==> src/rtl/exc_sequencer.sv <==
// Multicycle exception sequencer: saves EPC, fetches the handler byte
// from vector slot 253..255 and loads it into PC while the main FSM stalls.
module exc_sequencer #(
    parameter int unsigned MEM_WAIT = 1
) (
    input  logic       clk,
    input  logic       reset,
    input  logic       exc_en,
    input  logic       opcode_inv,
    input  logic       overflow,
    input  logic       div_zero,
    output logic       busy,
    output logic       done,
    output logic [1:0] cause,
    output logic [2:0] addr_sel,
    output logic       mem_read,
    output logic       epc_write,
    output logic       mdr_write,
    output logic       pc_write,
    output logic       pc_src_exc
);

    typedef enum logic [2:0] {
        IDLE = 3'd0,
        SAVE = 3'd1,
        WAIT = 3'd2,
        LOAD = 3'd3,
        JUMP = 3'd4
    } state_t;

    state_t     state;
    logic [1:0] cause_q;
    logic [3:0] cnt;
    logic [2:0] vec_sel;

    always_ff @(posedge clk or negedge reset) begin
        if (!reset) begin
            state   <= IDLE;
            cause_q <= 2'b00;
            cnt     <= 4'd0;
        end else begin
            unique case (state)
                IDLE: begin
                    if (exc_en && (opcode_inv || overflow || div_zero)) begin
                        if (opcode_inv)
                            cause_q <= 2'b01;
                        else if (overflow)
                            cause_q <= 2'b10;
                        else
                            cause_q <= 2'b11;
                        state <= SAVE;
                    end
                end
                SAVE: begin
                    cnt   <= 4'(MEM_WAIT);
                    state <= (MEM_WAIT > 0) ? WAIT : LOAD;
                end
                WAIT: begin
                    cnt <= cnt - 4'd1;
                    if (cnt == 4'd1)
                        state <= LOAD;
                end
                LOAD: state <= JUMP;
                JUMP: state <= IDLE;
                default: state <= IDLE;
            endcase
        end
    end

    // Vector slot: cause 01/10/11 maps to mux codes 010/011/100 (addr 253..255)
    assign vec_sel = {1'b0, cause_q} + 3'd1;
    assign cause   = cause_q;

    always_comb begin
        busy       = 1'b0;
        done       = 1'b0;
        addr_sel   = 3'b000;
        mem_read   = 1'b0;
        epc_write  = 1'b0;
        mdr_write  = 1'b0;
        pc_write   = 1'b0;
        pc_src_exc = 1'b0;
        unique case (state)
            SAVE: begin
                busy      = 1'b1;
                epc_write = 1'b1;
                mem_read  = 1'b1;
                addr_sel  = vec_sel;
            end
            WAIT: begin
                busy     = 1'b1;
                mem_read = 1'b1;
                addr_sel = vec_sel;
            end
            LOAD: begin
                busy      = 1'b1;
                mem_read  = 1'b1;
                mdr_write = 1'b1;
                addr_sel  = vec_sel;
            end
            JUMP: begin
                busy       = 1'b1;
                done       = 1'b1;
                pc_write   = 1'b1;
                pc_src_exc = 1'b1;
            end
            default: ;
        endcase
    end

endmodule

==> config.mk <==
export PLATFORM = sky130hd
export DESIGN_NAME = exc_sequencer
export DESIGN_NICKNAME = d
export VERILOG_FILES = /design/src/rtl/exc_sequencer.sv
export SDC_FILE = /design/constraint.sdc
export NUM_CORES = 1
export LEC_CHECK = 0
export ABC_AREA = 0
export CAP_MARGIN = 15
export CORE_UTILIZATION = 30
export DETAILED_ROUTE_END_ITERATION = 10
export PLACE_DENSITY = 0.63
export SLEW_MARGIN = 20
export SYNTH_ARGS = -nofsm -noshare
export SYNTH_HDL_FRONTEND = slang
export SYNTH_SLANG_ARGS = --single-unit
==> constraint.sdc <==
create_clock -name clk -period 1.25 [get_ports clk]
set_input_delay 0.125 -clock clk [delete_from_list [all_inputs] [get_ports clk]]
set_output_delay 0.125 -clock clk [all_outputs]
set_load 0.01 [all_outputs]
==> results.sh <==
export IMPL_status="finished, violations left"
export IMPL_violations="setup timing"
export IMPL_start_util_pct=32.77
export IMPL_wl_per_cell_um=12.74
export IMPL_post_dp_cell_area_sq_um=837.1
export IMPL_dp_cells=107
export IMPL_finalWirelength_um=1541
export IMPL_clock_skew_ns=0.001712
export IMPL_reg2reg_slack_ns=-0.07
export IMPL_yosysTopAreaCell="dfrtp_1"
export IMPL_max_freq_ghz=0.7196
export IMPL_cellLeakagePower_uw=0.0004904
export IMPL_stdcell_count=121
export IMPL_synth_avg_cell_area_sq_um=9.966
export IMPL_syn2layout_area_growth_pct=84.42
export IMPL_end_kind="primary output"
export IMPL_rows=15
export IMPL_fin_nets=106
export IMPL_overflow=0
export IMPL_hold_class="in -> async"
export IMPL_synth_top_area_share_pct=38.96
export IMPL_vias=573
export IMPL_diodes=0
export IMPL_timing_hold_violations_final=0
export IMPL_gp_congestion=0.7212
export IMPL_synthXorXnorAreaFrac_pct=1.515
export IMPL_cts_tree="built"
export IMPL_rsz0062_at_grt="true"
export IMPL_ys_seq_area_share_pct=38.96
export IMPL_firstDrtPassIters=4
export IMPL_crit_buf_inv=3
export IMPL_power_uw=2702
export IMPL_grt_met3_usage_pct=3.571
export IMPL_drive_gt1_share_pct=56.25
export IMPL_worstMarginPinSlew_ns=0.4469
export IMPL_start_kind="register"
export IMPL_grt_busiest_layer="met2"
export IMPL_synth_cell_types=25
export IMPL_async_reset_ff_share_pct=100.0
export IMPL_setup_viol_count_final=11
export IMPL_via_per_inst=4.736
export IMPL_synth_flop_cell="dfrtp_1"
export IMPL_r2r_start="state[1]"
export IMPL_dieArea_sq_mm=0.002106
export IMPL_cp_top_family="flip-flops"
export IMPL_grt_start_max_net_pins=13
export IMPL_cts_num_sinks=9
export IMPL_crit_chain="nor2_4 > buf_4 > buf_6 > nor3_2 > buf_2"
export IMPL_synth_edf_count=0
export IMPL_root_buffer="clkbuf_4"
export IMPL_crit_type="reg -> out"
export IMPL_cts_buffers=3
export IMPL_core_area_sq_mm=0.001764
export IMPL_min_period_ns=1.390
export IMPL_die_x_um=45.90
export IMPL_drv_cap=0
export IMPL_grt_pass1_wl_um=2325
export IMPL_worst_r2r_cell_count=6
export IMPL_period_share_pct=111.2
export IMPL_slew_headroom_pct=70.11
export IMPL_htree_levels=1
export IMPL_multi_input_area_sq_um=394.1
export IMPL_gr_usage_met2_pct=23.66
export IMPL_syn_area_sq_um=578.1
export IMPL_cts_clk_slew_worst_paths_ns=0.07
export IMPL_grt_pass1_vias=499
export IMPL_p_per_area_mw_per_mm2=2535
export IMPL_yosys_top_cells_area="dfrtp_1, ha_1, a21oi_1, nor3b_1, nand4_4"
export IMPL_drc=0
export IMPL_maxSlewViolCount=0
export IMPL_insertion_delay_ns=0.26
export IMPL_required_ns=1.12
export IMPL_final_cell_area_sq_mm=0.001066
export IMPL_ir_drop_mv=0.9792
export IMPL_hpwl_um=948.9
export IMPL_reg2reg_to="cause[0]"
export IMPL_slowest_stage="dfrtp_1"
export IMPL_regArea_sq_um=226.5
export IMPL_die_h_um=45.90
export IMPL_synth_common_cells="dfrtp_1, a21oi_1, inv_1"
export IMPL_syn_inst=58
export IMPL_antenna_found_initial=0
export IMPL_fin_ws_ns=-0.1396
export IMPL_synth_fa_ha_area_share_pct=6.494
export IMPL_cpPeakStageDelay_ns=0.42
export IMPL_synth_nets=67
export IMPL_yosys_warnings=0
export IMPL_synth_compound_area_share_pct=11.90
export IMPL_worstPathArrival_ns=1.26
export IMPL_clk_path_buf_depth=2
export IMPL_nFillCells=153
export IMPL_grt_use_total_pct=16.19
export IMPL_pin_count=18
export IMPL_critPathMaxFanout=4
export IMPL_ant_nets=0
export IMPL_holdBufCountCts=0
export IMPL_synth_most_common_cell="dfrtp_1"
export IMPL_drt_iter0_markers=12
export IMPL_synth_top_family_by_area="simple AND/OR/NAND/NOR gates"
export IMPL_io_buffers=17
export IMPL_grt_use_met1_pct=22.54
export IMPL_synthSimpleGateAreaFrac_pct=28.14
export IMPL_ys_ff_latch=9
export IMPL_synthMuxAreaShare_pct=6.061
export IMPL_path_depth=5
worst max-delay path by stage:
stage               slack, ns     endpoint     start
global placement        -0.23         done  state[1]
CTS                     -0.12         busy  state[1]
floorplan                0.11     cause[0]  state[2]
finish                  -0.14  addr_sel[0]  state[0]
global route            -0.19  addr_sel[0]  state[0]
detailed placement      -0.27     pc_write  state[1]
kinds of logic (layout without fill, tap and decap cells):
family          count (synthesis)  count (layout)
compound gates                 12              12
xor+xnor                        1               1
fa+ha+maj                       3               3
buf+inv                         8              46
flops                           9               9
mux                             3               3
simple gates                   22              22
metrics by stage:
stage	worst slack (ns)	setup TNS [ns]	utilization, %	hold WS (ns)
floorplan	0.1102	0	-	-0.1706
global placement	-0.2347	-2.342	47.45	0.4680
detailed placement	-0.2730	-2.680	47.45	0.4692
CTS	-0.1240	-0.6670	57.23	0.1878
global route	-0.1890	-1.503	60.43	0.1914
finish	-0.1396	-0.8383	60.43	0.1759
what timing repair did:
action,in CTS,in global routing
hold endpoints to repair,0,0
gates cloned,1,0
pin swaps,8,6
resized for setup,69,12
buffers inserted,9,0
setup endpoints to repair,15,16
cell type report:
| cell class | instances | area share (%) |
|---|---|---|
| flip-flops and latches | 9 | 21.24 |
| clock buffers | 4 | 2.465 |
| multi-input cells | 41 | 36.97 |
| well taps | 25 | 2.934 |
| inverters | 4 | 1.643 |
| repair buffers | 38 | 34.74 |
sequential cells by signal (all words and copies together) (netlist names):
signal,cells
cause,2
cnt,4
state,3
routing by layer:
metal	vias to the layer above	wire [um]
li1	279	-
met1	269	728
met2	23	725
met3	2	76
met4	0	10
met5	-	0
where the power goes:
part / total [uW] / internal, uW / switching (uW) / leakage [uW]
clock: 235 / 123 / 112 / 0.0000150
combinational: 1940 / 1120 / 821 / 0.000366
sequential: 531 / 415 / 116 / 0.000109
total: 2700 / 1650 / 1050 / 0.000490
placed cells by master (no fill, tap or decap), types with 2 or more instances in the layout:
master / count
nor3b_2: 2
clkbuf_4: 3
nand2b_1: 2
dlygate4sd2_1: 2
buf_2: 6
ha_1: 2
inv_2: 2
dfrtp_1: 8
and2_1: 2
buf_6: 14
clkdlybuf4s50_1: 5
nor2_4: 3
buf_4: 9
mux2i_1: 2
o21ai_1: 2
a21oi_1: 4
a21oi_2: 2
Note: power is estimated with default switching activity, not from simulation.
